[src/rtl/wb_stage_pkg.sv]
// ---------------------------------------------------------------------------
// wb_stage_pkg : shared constants for the WISC MEM/WB writeback stage
// Revision     : 1.0
// ---------------------------------------------------------------------------
`default_nettype none

package wb_stage_pkg;

  localparam int DW        = 16;
  localparam int NREG      = 16;
  localparam int REG_IDX_W = $clog2(NREG);
  localparam int RET_W     = 16;

  localparam logic [1:0] WB_SEL_ALU = 2'b00;
  localparam logic [1:0] WB_SEL_MEM = 2'b01;
  localparam logic [1:0] WB_SEL_PCS = 2'b10;

  localparam logic [REG_IDX_W-1:0] REG_ZERO = '0;

  // Writeback source select; the reserved encoding falls back to the ALU.
  function automatic logic [DW-1:0] wb_mux(
    input logic [1:0]    sel,
    input logic [DW-1:0] alu,
    input logic [DW-1:0] mem,
    input logic [DW-1:0] pcs
  );
    logic [DW-1:0] res;
    res = alu;
    case (sel)
      WB_SEL_MEM: res = mem;
      WB_SEL_PCS: res = pcs;
      default:    res = alu;
    endcase
    return res;
  endfunction

endpackage

`default_nettype wire

[src/rtl/wb_stage_write_decoder.sv]
// ---------------------------------------------------------------------------
// write_decoder : register index + enable -> one-hot register write strobe
// Revision      : 1.0
// ---------------------------------------------------------------------------
`default_nettype none

module write_decoder #(
  parameter int NREG = 16,
  parameter int IW   = $clog2(NREG)
) (
  input  logic [IW-1:0]   idx_i,
  input  logic            en_i,
  output logic [NREG-1:0] onehot_o
);

  for (genvar i = 0; i < NREG; i++) begin : g_bit
    assign onehot_o[i] = en_i && (idx_i == IW'(i));
  end

endmodule

`default_nettype wire

[src/rtl/wb_stage.sv]
// ---------------------------------------------------------------------------
// wb_stage : MEM/WB pipeline register, writeback select, halt flag, retire count
// Revision : 1.0
// ---------------------------------------------------------------------------
`default_nettype none

module wb_stage #(
  parameter int DW   = 16,
  parameter int NREG = 16
) (
  input  logic                    clk,
  input  logic                    rst,
  input  logic                    stall,
  input  logic                    flush,
  input  logic                    mem_valid,
  input  logic                    mem_reg_write,
  input  logic [$clog2(NREG)-1:0] mem_dst_reg,
  input  logic [1:0]              mem_wb_sel,
  input  logic [DW-1:0]           mem_alu_result,
  input  logic [DW-1:0]           mem_rd_data,
  input  logic [DW-1:0]           mem_pc_plus2,
  input  logic                    mem_halt,
  output logic [DW-1:0]           wb_data,
  output logic [NREG-1:0]         wb_write_en,
  output logic                    wb_reg_write,
  output logic [$clog2(NREG)-1:0] wb_dst_reg,
  output logic                    wb_valid,
  output logic                    halted,
  output logic [15:0]             retired
);

  import wb_stage_pkg::*;

  localparam int IW = $clog2(NREG);

  logic          valid_q,     valid_d;
  logic          reg_write_q, reg_write_d;
  logic [IW-1:0] dst_q,       dst_d;
  logic [DW-1:0] data_q,      data_d;
  logic          halt_q,      halt_d;
  logic          halted_q,    halted_d;
  logic [15:0]   retired_q,   retired_d;

  logic          w_halt_now;
  logic [DW-1:0] w_sel_data;

  assign w_sel_data = wb_mux(mem_wb_sel, mem_alu_result, mem_rd_data, mem_pc_plus2);

  // An HLT sitting in WB already blocks the capture on the edge that sets halted.
  assign w_halt_now = halted_q | (valid_q & halt_q);

  always_comb begin
    valid_d     = valid_q;
    reg_write_d = reg_write_q;
    dst_d       = dst_q;
    data_d      = data_q;
    halt_d      = halt_q;
    halted_d    = w_halt_now;
    retired_d   = retired_q;

    if (w_halt_now || flush) begin
      valid_d     = 1'b0;
      reg_write_d = 1'b0;
      dst_d       = '0;
      data_d      = '0;
      halt_d      = 1'b0;
    end else if (!stall) begin
      valid_d     = mem_valid;
      reg_write_d = mem_valid & mem_reg_write & ~mem_halt & (mem_dst_reg != REG_ZERO);
      dst_d       = mem_dst_reg;
      data_d      = w_sel_data;
      halt_d      = mem_valid & mem_halt;
      if (mem_valid) begin
        retired_d = retired_q + 16'd1;
      end
    end
  end

  always_ff @(posedge clk) begin
    if (rst) begin
      valid_q     <= 1'b0;
      reg_write_q <= 1'b0;
      dst_q       <= '0;
      data_q      <= '0;
      halt_q      <= 1'b0;
      halted_q    <= 1'b0;
      retired_q   <= '0;
    end else begin
      valid_q     <= valid_d;
      reg_write_q <= reg_write_d;
      dst_q       <= dst_d;
      data_q      <= data_d;
      halt_q      <= halt_d;
      halted_q    <= halted_d;
      retired_q   <= retired_d;
    end
  end

  write_decoder #(
    .NREG (NREG),
    .IW   (IW)
  ) u_write_decoder (
    .idx_i    (dst_q),
    .en_i     (reg_write_q),
    .onehot_o (wb_write_en)
  );

  assign wb_data      = data_q;
  assign wb_reg_write = reg_write_q;
  assign wb_dst_reg   = dst_q;
  assign wb_valid     = valid_q;
  assign halted       = halted_q;
  assign retired      = retired_q;

  a_onehot_we : assert property (@(posedge clk) $onehot0(wb_write_en));

endmodule

`default_nettype wire

[config.mk]
export PLATFORM = sky130hd
export DESIGN_NAME = wb_stage
export DESIGN_NICKNAME = d
export VERILOG_FILES = /design/src/rtl/wb_stage_pkg.sv /design/src/rtl/wb_stage_write_decoder.sv /design/src/rtl/wb_stage.sv
export SDC_FILE = /design/constraint.sdc
export NUM_CORES = 1
export LEC_CHECK = 0
export CAP_MARGIN = 0
export CORE_MARGIN = 4
export CORE_UTILIZATION = 56
export DETAILED_ROUTE_END_ITERATION = 8
export DONT_BUFFER_PORTS = 1
export PLACE_DENSITY_LB_ADDON = 0.08
export SLEW_MARGIN = 20
export SYNTH_ARGS = -nofsm -noshare
export SYNTH_HDL_FRONTEND = slang
export SYNTH_SLANG_ARGS = --single-unit
[constraint.sdc]
create_clock -name clk -period 1.8 [get_ports clk]
set_input_delay 0.18 -clock clk [delete_from_list [all_inputs] [get_ports clk]]
set_output_delay 0.18 -clock clk [all_outputs]
set_load 0.01 [all_outputs]
After elaboration in Yosys (flattened, before gate mapping)

Index checks and enable logic that the tools add are counted.

Add/subtract/negate cells: 1
Equal/unequal tests: 17
Mux-type cells: 1
Bitwise operators: 9
Reduce and logical (&&, ||, !) cells: 21

Operator list:

| cell                                          | number |
|---|---|
| == test 4 bit, second input constant          | 8 |
| one-hot mux 16 bit (2 select lines)           | 1 |
| adder 16 x 1 -> 16 bit, second input constant | 1 |
| == test 4 x 3 -> 1 bit, second input constant | 4 |
| logical AND 1 bit                             | 16 |
| == test 4 x 2 -> 1 bit, second input constant | 2 |
| AND 1 bit                                     | 5 |
| == test 4 x 1 -> 1 bit, second input constant | 1 |
| zero test 4 bit                               | 1 |
| nonzero test 4 bit                            | 1 |
| inverter 1 bit                                | 3 |
| AND reduction 3 bit                           | 1 |
| == test 2 x 1 -> 1 bit, second input constant | 1 |
| == test 2 bit, second input constant          | 1 |
| OR reduction 2 bit                            | 1 |
| logical OR 1 bit                              | 1 |
| OR 1 bit                                      | 1 |

Flip-flop bits (word level): 40
Output and inout port bits: 55
Logic and storage cells: 56

Logic depth before layout (Yosys ltp)

Gate-level depths: netlist of run 1.

Word-level depth: 5
Mapped depth: 8
Depth with buffers taken out: 6

Modules after synthesis

Synthesis of run 1 repeated with hierarchy kept, for this count alone.

Cells, all modules: 250
Area total of the unflattened synthesis: 2026.9 sq um

By module, submodules not included:

| module        | times used | cells each | area each (sq um) | sequential area each (sq um) |
|---|---|---|---|---|
| wb_stage      | 1          | 227        | 1909.3            | 800.8 |
| write_decoder | 1          | 23         | 117.6             | 0.0 |

Least setup slack after synthesis of run 1

Ideal clock, no wire load.

Kind: register to register
Start: register valid_q (netlist: wb_valid)
End: register retired_q[13] (netlist: retired[13])
Data arrival time: 1805 ps
Data required time: 1730 ps
Setup slack: -75 ps
Cell stages (with the launch flop): 6
Cell sequence: dfxtp_1 a211o_1 or3_1 buf_6 or4_1 a21oi_1

Word-level cells in the longest chain between the ends: 5

RTL lines:

| item                          | RTL line       | RTL |
|---|---|---|
| from (decl)                   | wb_stage.sv:36 | `logic valid_q, valid_d;` |
| from (signal assigned)        | wb_stage.sv:89 | `valid_q <= valid_d;` |
| AND 1 bit                     | wb_stage.sv:50 | `assign w_halt_now = halted_q \| (valid_q & halt_q);` |
| OR 1 bit                      | wb_stage.sv:50 |  |
| logical OR 1 bit              | wb_stage.sv:61 | `if (w_halt_now \|\| flush) begin` |
| inverter 1 bit (no line)      | -              |  |
| AND reduction 3 bit (no line) | -              |  |
| to (signal assigned)          | wb_stage.sv:95 | `retired_q <= retired_d;` |
| to (decl)                     | wb_stage.sv:42 | `logic [15:0] retired_q, retired_d;` |

No other way between the ends.
A chain may end at the register's enable or synchronous reset.

Worst setup path in the final report of run 1

Start: register halt_q
End: register retired_q[13] (netlist: retired[13])

Word-level cells in the longest chain between the ends: 5

RTL lines:

| item                          | RTL line       | RTL |
|---|---|---|
| from (decl)                   | wb_stage.sv:40 | `logic halt_q, halt_d;` |
| from (signal assigned)        | wb_stage.sv:93 | `halt_q <= halt_d;` |
| AND 1 bit                     | wb_stage.sv:50 |  |
| OR 1 bit                      | wb_stage.sv:50 |  |
| logical OR 1 bit              | wb_stage.sv:61 |  |
| inverter 1 bit (no line)      | -              |  |
| AND reduction 3 bit (no line) | -              |  |

No other way between the ends.

==> results.toml, run 1 <==
[outcome]
outcome = "finished, final reports clean"

[cells_and_area]
fill_cells = 312
diodes = 0
stdcell_area_sq_um = 2350
area_growth_syn_to_layout_pct = 15.8
mostFrequentLayoutCell = "nor2_1"
final_nets = 341
mostFrequentLayoutCells = "nor2_1 (37), dfxtp_1 (36), a21oi_1 (25), buf_4 (25), nor3_1 (24)"
drive_above_1_share = 0.147
instances_no_fill = 324

[critical_path]
crit_required_ns = 2.08
rr_endpoint = "retired[13]$_SDFFE_PP0P_"
cpPeakStageDelay_ns = 0.54
worst_path_max_delay_cell = "or4_1"
r2r_start = "halt_q$_SDFFE_PP0N_"
crit_chain = "a211o_1 > or3_4 > or4_1 > a21oi_2"
ff2ff_path_depth = 4
path_class = "reg2reg"
critPathArrivalTime_ns = 2.03
r2r_setup_slack_ns = 0.05
start_kind = "register"
endpoint_kind = "register"
crit_fanout = 8

[die]
die_area_sq_um = 4660
fp.dieW_um = 68.3
io_pins = 116
die_h_um = 68.3
start_util = 0.595
core_area_sq_um = 3420
core.rowCount = 21

[cts]
path_clk_slew_ns = 0.11
cts_tree = "built"
ctsLongestPathBuffers = 2
ctsRootBufferMaster = "clkbuf_4"
numClockSinks = 40
insertion_delay_ns = 0.34
cts-buffers-inserted = 5
htreeDepth = 2

[sta]
fmax_mhz = 573
worst_slew_pin_slew_ns = 0.887
tns_ns = 0
relSlewSlack = 0.407
setup_slack_ns = 0.0533
rsz0062_at_grt = "yes"
slew_viol_final = 0
setup_violations = 0
period_share = 0.970
hold_ws_ns = 0.0340
period_needed_ns = 1.75
finalHoldViolCount = 0
fin_skew_ns = 0.00583

[synthesis]
syn_area_sq_um = 2030
ys_warn_count = 0
avgSynthCellArea_sq_um = 7.94
ys_top_cells_by_area = "dfxtp_1 (39%), a221oi_1 (6.9%), nor2_1 (6.8%), a21oi_1 (6.4%), nor3_1 (6.2%)"
seq_area_frac_synth = 0.394
synth_edf_count = 0
mappedNetlistNets = 320
ys_types = 32
synth_top_area_share = 0.394
async_flop_share = 0
synth_cells = 256
synth_ff_type = "dfxtp_1"
synth_seq_cells = 40
yosys.area.top_type = "dfxtp_1"

[placement]
dp_hpwl_mm = 3.81
dpl_cell_area_sq_um = 2190
port_buffers = 0
gp_congestion = 0.807
dp_cells = 307
dp_slack_ns = 0.0161

[global_route]
grt_max_degree = 33
track_usage = 0.226
grt_pass1_vias = 1681
grt_overflow = 0
antenna_found_initial = 0
grt_pass1_wl_mm = 7.78

[pwr]
p_clk_frac = 0.292
power_density_nw_per_um2 = 684
power_switching_uw = 416
p_int_uw = 1200
seq_power_share = 0.580
combPwrFrac = 0.128
ir_drop_uv = 536
leakagePower_uw = 0.000841
swShare = 0.258

[detailed_routing]
firstDrtPassIters = 4
initialDrtViolationCount = 109
vias = 1913
antenna_left = 0
drc_errors = 0
wirelength_mm = 5.29
via_per_inst = 5.90
wl_per_cell_um = 16.3

[flow_run]
cap_violations = 0

[worst_hold_path]
holdPathEnd = "halt_q$_SDFFE_PP0N_"
hold_depth = 2
hold_start = "stall"
hold_path.class = "in2reg"
-- final cells by class --
cell class | instances | area, sq um | area share
clock buffers | 8 | 58.8 | 0.0250
inverters | 4 | 15.0 | 0.00638
multi-input cells | 194 | 1160 | 0.493
flip-flops and latches | 40 | 806 | 0.342
well taps | 46 | 57.6 | 0.0244
repair buffers | 32 | 258 | 0.109
-- critical path, delay by kind of cell, from the launching register on --
kind | cells | cell delay, ns
flops | 1 | 0.33
simple gates | 2 | 0.92
compound gates | 2 | 0.44
-- stage by stage --
step                      total power, uW  utilization
after floorplan                      1110            -
after global routing                 1710        0.689
final                                1610        0.689
after detailed placement             1130        0.641
after CTS                            1630        0.681
after global placement               1130        0.641
-- routing by layer --
layer / GRT usage / routed length (um) / vias up
li1: - / - / 967
met1: 0.267 / 2160 / 851
met2: 0.372 / 2520 / 87
met3: 0.0739 / 524 / 8
met4: 0.0968 / 84 / 0
met5: 0 / 0 / -
-- repair_timing --
action | in CTS | in global routing
pin swaps | 0 | 1
hold buffers | 7 | 0
resized for setup | 1 | 5
endpoints found under the hold margin | 39 | 0
setup buffers | 0 | 2
endpoints found under the setup margin | 1 | 7
-- cell usage after synthesis, types with 5 or more instances --
master / number
nand2b_1: 5
or4_1: 5
a221oi_1: 16
nand3_1: 9
dfxtp_1: 40
nor3_1: 25
nor2b_1: 18
a21oi_1: 26
clkbuf_1: 16
nor2_1: 37
nand2_1: 12
xor2_1: 6
nor4_1: 5
-- kinds of logic (layout without fill, tap and decap cells) --
family | Yosys count | in the layout | share of synthesized area
adder cells (fa/ha/maj) | 3 | 3 | 0.0185
AND/OR/NAND/NOR | 126 | 126 | 0.314
buffers and inverters | 22 | 44 | 0.0443
XOR/XNOR | 8 | 8 | 0.0345
AO/OA/AOI/OAI | 53 | 53 | 0.175
flip-flops | 40 | 40 | 0.394
multiplexers | 4 | 4 | 0.0197
-- how the worst max path moves through the flow --
stage / end / startpoint / cells after the start
finish: retired[13]$_SDFFE_PP0P_ / halt_q$_SDFFE_PP0N_ / 4
detailed placement: retired[13]$_SDFFE_PP0P_ / halt_q$_SDFFE_PP0N_ / 4
global route: retired[12]$_SDFFE_PP0P_ / retired[3]$_SDFFE_PP0P_ / 5
CTS: retired[12]$_SDFFE_PP0P_ / retired[3]$_SDFFE_PP0P_ / 5
global placement: retired[13]$_SDFFE_PP0P_ / halt_q$_SDFFE_PP0N_ / 4
floorplan: retired[13]$_SDFFE_PP0P_ / halt_q$_SDFFE_PP0N_ / 5
-- power groups by stage --
stage	sequential, uW	combinational (uW)	clock, uW
2_1_floorplan	949	164	0
3_3_place_gp	954	177	0
3_5_place_dp	954	179	0
4_1_cts	934	206	490
5_1_grt	938	234	540
6_report	935	206	470
No activity file was read; power rests on OpenSTA's default activity.
==> inputs of run 2 (changes only) <==
--- a/config.mk
+++ b/config.mk
@@ -10,6 +10,7 @@
 export CORE_UTILIZATION = 56
 export DETAILED_ROUTE_END_ITERATION = 8
 export DONT_BUFFER_PORTS = 1
+export HOLD_SLACK_MARGIN = 0.05
 export PLACE_DENSITY_LB_ADDON = 0.08
 export SLEW_MARGIN = 20
 export SYNTH_ARGS = -nofsm -noshare
==> run 2 against run 1 <==
Compared with the run above:
- clock skew rose by 0.00077 ns
- register-to-register slack hardly changed
- power grew 0.57%
- critical endpoint unchanged
- hold slack improved by 0.041 ns
- largest cell class unchanged
- flip-flop and latch count unchanged
- sequential power is essentially flat
- non-clock buffer count did not move
- global-route usage increased by 0.17 points
- clock-buffer cell count unchanged
- first-iteration DRC count rose by 11%
==> results.toml, run 2 (synthesis gave the netlist of run 1 again) <==
[die]
die_area_sq_um = 4660
die_h_um = 68.3
core.rowCount = 21
io_pins = 116
core_area_sq_um = 3420
fp.dieW_um = 68.3
start_util = 0.595

[cts]
ctsRootBufferMaster = "clkbuf_4"
path_clk_slew_ns = 0.11
htreeDepth = 2
cts-buffers-inserted = 5
numClockSinks = 40
insertion_delay_ns = 0.34
cts_tree = "built"
ctsLongestPathBuffers = 2

[global_route]
grt_pass1_wl_mm = 7.78
grt_overflow = 0
antenna_found_initial = 0
grt_pass1_vias = 1667
track_usage = 0.227
grt_max_degree = 37

[flow_run]
cap_violations = 0

[placement]
port_buffers = 0
dp_hpwl_mm = 3.81
dp_cells = 307
gp_congestion = 0.807
dp_slack_ns = 0.0161

[sta]
slew_viol_final = 0
setup_slack_ns = 0.0534
period_needed_ns = 1.75
rsz0062_at_grt = "yes"
period_share = 0.970
finalHoldViolCount = 0
worst_slew_pin_slew_ns = 0.745
fin_skew_ns = 0.00661
setup_violations = 0
relSlewSlack = 0.503
fmax_mhz = 573

[worst_hold_path]
hold_path.class = "in2reg"

[cells_and_area]
mostFrequentLayoutCell = "nor2_1"
area_growth_syn_to_layout_pct = 16.4
diodes = 0
mostFrequentLayoutCells = "nor2_1 (37), dfxtp_1 (36), a21oi_1 (25), nor3_1 (24), buf_4 (24)"
instances_no_fill = 324
final_nets = 341
drive_above_1_share = 0.147
fill_cells = 311

[critical_path]
crit_required_ns = 2.08
start_kind = "register"
crit_fanout = 8
endpoint_kind = "register"
critPathArrivalTime_ns = 2.03
r2r_setup_slack_ns = 0.05
path_class = "reg2reg"

[detailed_routing]
initialDrtViolationCount = 121
via_per_inst = 5.87
wirelength_mm = 5.33
firstDrtPassIters = 4
drc_errors = 0
vias = 1903
wl_per_cell_um = 16.5
antenna_left = 0

[pwr]
leakagePower_uw = 0.000846
ir_drop_uv = 536
power_density_nw_per_um2 = 684

[outcome]
outcome = "finished, final reports clean"
[run 2: cell counts in the layout (fill, tap and decap cells not counted)]
No cell type changed its count.
[run 2: worst paths after layout]
| check | from | to | cells after the start |
|---|---|---|---|
| hold / removal | stall | retired[1]$_SDFFE_PP0P_ | 3 |
| setup reg to reg | halt_q$_SDFFE_PP0N_ | retired[13]$_SDFFE_PP0P_ | 4 |
| hold reg to reg | retired[15]$_SDFFE_PP0P_ | retired[15]$_SDFFE_PP0P_ | 2 |
| setup / recovery | halt_q$_SDFFE_PP0N_ | retired[13]$_SDFFE_PP0P_ | 4 |
[run 2: through the flow]
stage / setup TNS, ns / utilization / area, sq um / power (uW) / hold WS [ns]
after CTS: 0 / 0.686 / 2340 / 1640 / 0.0517
after global placement: 0 / 0.641 / 2190 / 1130 / 0.247
after floorplan: 0 / - / 2040 / 1110 / 0.324
final: 0 / 0.693 / 2370 / 1620 / 0.0747
after global routing: -0.0651 / 0.693 / 2370 / 1730 / 0.0537
after detailed placement: 0 / 0.641 / 2190 / 1130 / 0.249
[run 2: timing repair]
item	in CTS	in global routing
hold buffers	8	0
gates resized for setup	1	5
setup buffers	0	1
hold endpoints to repair	40	0
pin swaps	0	1
endpoints found under the setup margin	1	7
[run 2: metal layers]
| metal | share of wire | wire length, um | global-route usage | vias to the layer above |
|---|---|---|---|---|
| li1 | - | - | - | 966 |
| met1 | 0.42 | 2260 | 0.281 | 846 |
| met2 | 0.46 | 2470 | 0.361 | 83 |
| met3 | 0.098 | 521 | 0.0739 | 8 |
| met4 | 0.016 | 84 | 0.0968 | 0 |
| met5 | 0 | 0 | 0 | - |
[run 2: area by class of cell]
type | count | area, sq um | share of cell area
multi-input combinational | 194 | 1160 | 0.490
sequential | 40 | 806 | 0.340
timing repair buffer | 32 | 270 | 0.114
clock buffer | 8 | 58.8 | 0.0248
tap | 46 | 57.6 | 0.0243
inverter | 4 | 15.0 | 0.00634
[run 2: critical path, stage by stage, from the launching register on]
cell	delay, ns
dfxtp_1	0.33
a211o_1	0.30
or3_4	0.38
or4_1	0.54
a21oi_2	0.14
[run 2: report_power, final]
| part | leakage (uW) | internal, uW | switching, uW |
|---|---|---|---|
| Clock | 0.0000326 | 193 | 277 |
| Combinational | 0.000487 | 101 | 115 |
| Sequential | 0.000326 | 906 | 29.0 |
